## src/rtl/multicycle_control_pkg.sv

```systemverilog
// Shared types and control encodings for the multi-cycle RISC-V controller.
// The FSM state set, trap causes, opcode classes and datapath select codes live here.
package multicycle_control_pkg;

    typedef enum logic [2:0] {
        FETCH,
        DECODE,
        EXECUTE,
        MEM,
        WRITEBACK,
        HALT
    } ctl_state_t;

    typedef enum logic [2:0] {
        CLS_ILLEGAL,
        CLS_ALU,
        CLS_LOAD,
        CLS_STORE,
        CLS_BRANCH,
        CLS_JUMP,
        CLS_FENCE
    } opcode_class_t;

    localparam logic [1:0] CTL_TRAP_NONE    = 2'd0;
    localparam logic [1:0] CTL_TRAP_ILLEGAL = 2'd1;
    localparam logic [1:0] CTL_TRAP_TIMEOUT = 2'd2;

    localparam logic [6:0] OPCODE_LOAD     = 7'b0000011;
    localparam logic [6:0] OPCODE_MISC_MEM = 7'b0001111;
    localparam logic [6:0] OPCODE_OP_IMM   = 7'b0010011;
    localparam logic [6:0] OPCODE_AUIPC    = 7'b0010111;
    localparam logic [6:0] OPCODE_STORE    = 7'b0100011;
    localparam logic [6:0] OPCODE_OP       = 7'b0110011;
    localparam logic [6:0] OPCODE_LUI      = 7'b0110111;
    localparam logic [6:0] OPCODE_BRANCH   = 7'b1100011;
    localparam logic [6:0] OPCODE_JALR     = 7'b1100111;
    localparam logic [6:0] OPCODE_JAL      = 7'b1101111;

    localparam logic       CTL_ALU_A_RS1 = 1'b0;
    localparam logic       CTL_ALU_A_PC  = 1'b1;
    localparam logic       CTL_ALU_B_RS2 = 1'b0;
    localparam logic       CTL_ALU_B_IMM = 1'b1;

    localparam logic [2:0] CTL_ALU_ADD    = 3'd0;
    localparam logic [2:0] CTL_ALU_OP     = 3'd1;
    localparam logic [2:0] CTL_ALU_OP_IMM = 3'd2;
    localparam logic [2:0] CTL_ALU_BRANCH = 3'd3;

    localparam logic [2:0] CTL_WRITEBACK_ALU  = 3'd0;
    localparam logic [2:0] CTL_WRITEBACK_DATA = 3'd1;
    localparam logic [2:0] CTL_WRITEBACK_PC4  = 3'd2;
    localparam logic [2:0] CTL_WRITEBACK_IMM  = 3'd3;

    localparam logic [1:0] CTL_PC_PC4     = 2'd0;
    localparam logic [1:0] CTL_PC_PC_IMM  = 2'd1;
    localparam logic [1:0] CTL_PC_RS1_IMM = 2'd2;

endpackage

```

## src/rtl/multicycle_control_decode.sv

```systemverilog
// Combinational opcode decoder: opcode class plus every datapath select.
// Illegal opcodes decode to class CLS_ILLEGAL with all selects at zero.
module multicycle_control_decode
    import multicycle_control_pkg::*;
(
    input  logic [6:0] inst_opcode,
    input  logic       take_branch,
    output logic [2:0] op_class,
    output logic       alu_operand_a_select,
    output logic       alu_operand_b_select,
    output logic [2:0] alu_op_type,
    output logic [2:0] reg_writeback_select,
    output logic [1:0] next_pc_select
);

    always_comb begin
        op_class             = CLS_ILLEGAL;
        alu_operand_a_select = CTL_ALU_A_RS1;
        alu_operand_b_select = CTL_ALU_B_RS2;
        alu_op_type          = CTL_ALU_ADD;
        reg_writeback_select = CTL_WRITEBACK_ALU;
        next_pc_select       = CTL_PC_PC4;
        case (inst_opcode)
            OPCODE_OP: begin
                op_class    = CLS_ALU;
                alu_op_type = CTL_ALU_OP;
            end
            OPCODE_OP_IMM: begin
                op_class             = CLS_ALU;
                alu_operand_b_select = CTL_ALU_B_IMM;
                alu_op_type          = CTL_ALU_OP_IMM;
            end
            OPCODE_AUIPC: begin
                op_class             = CLS_ALU;
                alu_operand_a_select = CTL_ALU_A_PC;
                alu_operand_b_select = CTL_ALU_B_IMM;
            end
            OPCODE_LUI: begin
                op_class             = CLS_ALU;
                alu_operand_b_select = CTL_ALU_B_IMM;
                reg_writeback_select = CTL_WRITEBACK_IMM;
            end
            OPCODE_LOAD: begin
                op_class             = CLS_LOAD;
                alu_operand_b_select = CTL_ALU_B_IMM;
                reg_writeback_select = CTL_WRITEBACK_DATA;
            end
            OPCODE_STORE: begin
                op_class             = CLS_STORE;
                alu_operand_b_select = CTL_ALU_B_IMM;
            end
            OPCODE_BRANCH: begin
                op_class       = CLS_BRANCH;
                alu_op_type    = CTL_ALU_BRANCH;
                next_pc_select = take_branch ? CTL_PC_PC_IMM : CTL_PC_PC4;
            end
            OPCODE_JAL: begin
                op_class             = CLS_JUMP;
                alu_operand_a_select = CTL_ALU_A_PC;
                alu_operand_b_select = CTL_ALU_B_IMM;
                reg_writeback_select = CTL_WRITEBACK_PC4;
                next_pc_select       = CTL_PC_PC_IMM;
            end
            OPCODE_JALR: begin
                op_class             = CLS_JUMP;
                alu_operand_b_select = CTL_ALU_B_IMM;
                reg_writeback_select = CTL_WRITEBACK_PC4;
                next_pc_select       = CTL_PC_RS1_IMM;
            end
            OPCODE_MISC_MEM: begin
                op_class = CLS_FENCE;
            end
            default: begin
                op_class = CLS_ILLEGAL;
            end
        endcase
    end

endmodule

```

## src/rtl/multicycle_control.sv

```systemverilog
// Multi-cycle FETCH/DECODE/EXECUTE/MEM/WRITEBACK sequencer with ready handshakes,
// a per-access wait timeout and an absorbing HALT state that records the trap cause.
module multicycle_control
    import multicycle_control_pkg::*;
#(
    parameter int WAIT_LIMIT = 16
) (
    input  logic       clock,
    input  logic       reset,
    input  logic [6:0] inst_opcode,
    input  logic       take_branch,
    input  logic       inst_mem_ready,
    input  logic       data_mem_ready,
    output logic       inst_mem_read_enable,
    output logic       ir_write_enable,
    output logic       pc_write_enable,
    output logic       regfile_write_enable,
    output logic       alu_operand_a_select,
    output logic       alu_operand_b_select,
    output logic [2:0] alu_op_type,
    output logic       data_mem_read_enable,
    output logic       data_mem_write_enable,
    output logic [2:0] reg_writeback_select,
    output logic [1:0] next_pc_select,
    output logic       instret,
    output logic       halted,
    output logic [1:0] trap_cause
);

    localparam int CW = (WAIT_LIMIT > 0) ? $clog2(WAIT_LIMIT + 1) : 1;

    ctl_state_t    state;
    logic [CW-1:0] wait_count;
    logic [2:0]    class_bits;
    opcode_class_t op_class;
    logic          run;
    logic          access_ready;
    logic          timed_out;
    logic          retire;

    multicycle_control_decode decode (
        .inst_opcode          (inst_opcode),
        .take_branch          (take_branch),
        .op_class             (class_bits),
        .alu_operand_a_select (alu_operand_a_select),
        .alu_operand_b_select (alu_operand_b_select),
        .alu_op_type          (alu_op_type),
        .reg_writeback_select (reg_writeback_select),
        .next_pc_select       (next_pc_select)
    );

    assign op_class = opcode_class_t'(class_bits);
    assign run      = !reset;

    // Ready of whichever memory access the current state is waiting on.
    assign access_ready = (state == FETCH) ? inst_mem_ready : data_mem_ready;
    assign timed_out    = (WAIT_LIMIT > 0) && !access_ready && (wait_count == CW'(WAIT_LIMIT));

    assign retire = run && (
        ((state == EXECUTE) && ((op_class == CLS_BRANCH) || (op_class == CLS_FENCE))) ||
        ((state == MEM) && (op_class == CLS_STORE) && data_mem_ready) ||
        (state == WRITEBACK));

    assign inst_mem_read_enable  = run && (state == FETCH);
    assign ir_write_enable       = run && (state == FETCH) && inst_mem_ready;
    assign data_mem_read_enable  = run && (state == MEM) && (op_class == CLS_LOAD);
    assign data_mem_write_enable = run && (state == MEM) && (op_class == CLS_STORE);
    assign regfile_write_enable  = run && (state == WRITEBACK);
    assign pc_write_enable       = retire;
    assign instret               = retire;
    assign halted                = run && (state == HALT);

    always_ff @(posedge clock) begin
        if (reset) begin
            state      <= FETCH;
            wait_count <= '0;
            trap_cause <= CTL_TRAP_NONE;
        end else begin
            case (state)
                FETCH: begin
                    if (inst_mem_ready) begin
                        state <= DECODE;
                    end else if (timed_out) begin
                        state      <= HALT;
                        trap_cause <= CTL_TRAP_TIMEOUT;
                    end else begin
                        wait_count <= wait_count + CW'(1);
                    end
                end
                DECODE: begin
                    if (op_class == CLS_ILLEGAL) begin
                        state      <= HALT;
                        trap_cause <= CTL_TRAP_ILLEGAL;
                    end else begin
                        state <= EXECUTE;
                    end
                end
                EXECUTE: begin
                    wait_count <= '0;
                    case (op_class)
                        CLS_ALU, CLS_JUMP:    state <= WRITEBACK;
                        CLS_LOAD, CLS_STORE:  state <= MEM;
                        default:              state <= FETCH;
                    endcase
                end
                MEM: begin
                    if (data_mem_ready) begin
                        state      <= (op_class == CLS_LOAD) ? WRITEBACK : FETCH;
                        wait_count <= '0;
                    end else if (timed_out) begin
                        state      <= HALT;
                        trap_cause <= CTL_TRAP_TIMEOUT;
                    end else begin
                        wait_count <= wait_count + CW'(1);
                    end
                end
                WRITEBACK: begin
                    state      <= FETCH;
                    wait_count <= '0;
                end
                default: begin
                    state <= HALT;
                end
            endcase
        end
    end

endmodule

```

## config.mk

```make
export PLATFORM = sky130hd
export DESIGN_NAME = multicycle_control
export DESIGN_NICKNAME = d
export VERILOG_FILES = /design/src/rtl/multicycle_control_pkg.sv /design/src/rtl/multicycle_control_decode.sv /design/src/rtl/multicycle_control.sv
export SDC_FILE = /design/constraint.sdc
export NUM_CORES = 1
export LEC_CHECK = 0
export CORE_ASPECT_RATIO = 0.8
export CORE_MARGIN = 8
export CORE_UTILIZATION = 52
export CTS_BUF_LIST = sky130_fd_sc_hd__clkbuf_8
export DETAILED_ROUTE_END_ITERATION = 8
export PLACE_DENSITY = 0.86
export SLEW_MARGIN = 10
export SYNTH_ARGS = -nofsm -noshare
export SYNTH_HDL_FRONTEND = slang
export SYNTH_SLANG_ARGS = --single-unit
```

## constraint.sdc

```tcl
create_clock -name clock -period 2.6 [get_ports clock]
set_clock_uncertainty 0.1 [all_clocks]
set_input_delay 0.52 -clock clock [delete_from_list [all_inputs] [get_ports clock]]
set_output_delay 0.52 -clock clock [all_outputs]
set_load 0.02 [all_outputs]
```

==> flow_summary.json <==
{
  "tritoncts.num_buffers": 3,
  "slowest_delay_ns": 0.47,
  "hpwl_microns": 3048,
  "power.total_mw": 0.7091,
  "critPathKind": "input pin to output pin",
  "chipWidth_microns": 66.24,
  "postCtsSetupRepairBufs": 0,
  "power_frac_comb_pct": 44.4,
  "rows": 14,
  "cts_tree": "built",
  "ys_ff_latch": 10,
  "antenna_found_initial": 0,
  "port_buffers": 29,
  "wl_microns": 4251,
  "placed_cells": 231,
  "nets": 226,
  "h-tree-depth": 1,
  "initial_utilization_pct": 55.49,
  "setup_viol": 0,
  "grt_pass1_vias": 1428,
  "power.density_nw_per_um2": 432.3,
  "hold_viol": 0,
  "rsz0062_at_grt": "false",
  "drive_gt1_share_pct": 28.91,
  "die_h_microns": 56.19,
  "fillCellCount": 120,
  "syn_to_final_growth_pct": 56.26,
  "min_period_ns": 2.561,
  "crit_arrival_ns": 1.94,
  "drt-pass1-iter-count": 5,
  "final_cell_mix": "buf_4, nand2_1, nor2_1",
  "synth-main-ff-cell": "dfxtp_1",
  "vdd_drop_max_mv": 0.6304,
  "detail_route.iter0.violations": 195,
  "ant_nets": 0,
  "synth-edff-count": 0,
  "syn_avg_cell_area_sq_um": 6.817,
  "regArea_sq_um": 200.2,
  "intPower_mw": 0.4411,
  "synth_seq_area_share_pct": 19.07,
  "clock_sinks": 10,
  "path_clk_slew_ns": 0.04,
  "postSynthCellCount": 154,
  "insertion_delay_ns": 0.24,
  "cp_max_fo": 4,
  "final-max-slew-violation-count": 0,
  "cp-start-kind": "input pin",
  "p_seq_share_pct": 27.7,
  "cp_num_buf_inv": 3,
  "gpl.final_weighted_congestion": 0.9609,
  "dieArea_sq_um": 3721,
  "grt_usage_pct": 21.93,
  "final_cells": 235,
  "drt-vias-per-instance": 6.340,
  "hold_class": "register to register",
  "cts-root-buf": "clkbuf_8",
  "place_ws_ns": -0.5721,
  "fmax_mhz": 390.5,
  "clockBufferDepth": 2,
  "pwr-share-clk_pct": 27.9,
  "fin_crit_sh_pct": 98.49,
  "swShare_pct": 37.80,
  "vias": 1490,
  "wl_per_cell_microns": 18.09,
  "grt.overflow.total": 0,
  "synthDistinctLibCells": 51,
  "grt_pass1_wl_microns": 6603,
  "layout_setup_ws_ns": 0.03939,
  "io_pins": 32,
  "cp.required_ns": 1.98,
  "yosys_warnings": 0,
  "critPathSlowestCell": "clkdlybuf4s50_1",
  "antenna_cells": 0,
  "core_area_sq_um": 1892,
  "async_reset_ff_share_pct": 0,
  "syn_area_sq_um": 1050,
  "multiInputGateArea_sq_um": 770.7,
  "leakage_nw": 0.7049,
  "crit_family": "buffers and inverters",
  "p_sw_mw": 0.2680,
  "cp_cell_sequence": "clkdlybuf4s50_1 -> and2_4 -> buf_4 -> nand3_1 -> a21oi_1 -> dlygate4sd2_1",
  "grt_max_degree": 13,
  "mostFrequentLayoutCell": "buf_4",
  "cp-end-kind": "output pin",
  "outcome": "completed",
  "maxCapViolations": 0,
  "drc": 0
}
==> cell type report <==
cell class	instances	area share, %
Multi-Input combinational cell	125	46.99
Sequential cell	10	12.20
Clock buffer	4	3.356
Timing Repair Buffer	64	33.79
Tap cell	24	1.831
Inverter	8	1.831
==> per-layer routing <==
metal	vias to the layer above	share of wire, %	global-route usage [%]
li1	669	-	-
met3	38	13	6.640
met2	128	43	32.19
met5	-	0	0
met1	655	39	28.34
met4	0	5.2	9.422
==> power groups by stage <==
stage / clock network [mW] / logic [mW] / registers, mW
2_1_floorplan: 0 / 0.176 / 0.194
3_3_place_gp: 0 / 0.289 / 0.192
3_5_place_dp: 0 / 0.302 / 0.194
4_1_cts: 0.204 / 0.302 / 0.194
5_1_grt: 0.212 / 0.337 / 0.198
6_report: 0.198 / 0.315 / 0.197
==> state kept, by name, indices dropped and copies added (netlist names) <==
| register | count |
|---|---|
| state | 3 |
| wait_count | 5 |
| trap_cause | 2 |
==> final timing paths <==
| check | from | endpoint | slack, ns | cells after the start |
|---|---|---|---|---|
| max | inst_opcode[0] | reg_writeback_select[1] | 0.04 | 6 |
| min | trap_cause[0] | trap_cause[0] | 0.39 | 2 |
| max reg2reg | state[1] | trap_cause[0] | 0.72 | 6 |
| min reg2reg | trap_cause[0] | trap_cause[0] | 0.39 | 2 |
==> worst register-to-register path, stage by stage, from the launching register on <==
cell	delay [ns]
dfxtp_1	0.36
buf_4	0.18
or3_1	0.37
a21oi_1	0.41
inv_1	0.07
o21ai_0	0.16
a21oi_1	0.08
==> cell usage after synthesis, types with 2 or more instances <==
cell type  instances  area share [%]
o21ai_0            7             3.3
and3_1             2             1.2
xnor2_1            3             2.5
clkbuf_1           4             1.4
or2_2              2             1.2
nand3_1            7             3.3
nor4_1             3             1.8
o32a_1             2             1.9
nand3b_1           2             1.4
nand2b_1           3             1.8
ha_1               2             2.4
inv_1              8             2.9
buf_6              2             2.1
a211oi_1           2             1.4
or3_1              3             1.8
nor2_1            16             5.7
dfxtp_1           10              19
nor3b_1            2             1.4
o31ai_1            2             1.4
o211ai_1           2             1.4
buf_2              2            0.95
buf_4              4             2.9
nor3_1             9             4.3
nand2_1           18             6.4
a21oi_1           11             5.2
==> stage by stage <==
stage	TNS [ns]	utilization, %	cell area (sq um)	hold WS (ns)
final	0	86.71	1640	0.3895
after global placement	-4.884	83.07	1572	0.3668
after global routing	0	86.71	1640	0.4304
after floorplan	0	-	1054	0.3834
after detailed placement	-5.614	83.07	1572	0.3728
after CTS	-0.002328	85.32	1614	0.3880
==> cells by family after synthesis <==
logic type	Yosys count	synth area share [%]
buf+inv	20	10.25
flops	10	19.07
xor+xnor	3	2.503
simple gates	76	37.55
other cells	1	0.3572
fa+ha+maj	2	2.383
compound gates	42	27.89
==> timing repair <==
item | CTS | global route
pin swaps | 0 | 5
gates resized for setup | 45 | 13
hold buffers | 0 | 0
endpoints found under the setup margin | 16 | 9
cloned | 0 | 0
Note: power is estimated with default switching activity, not from simulation.
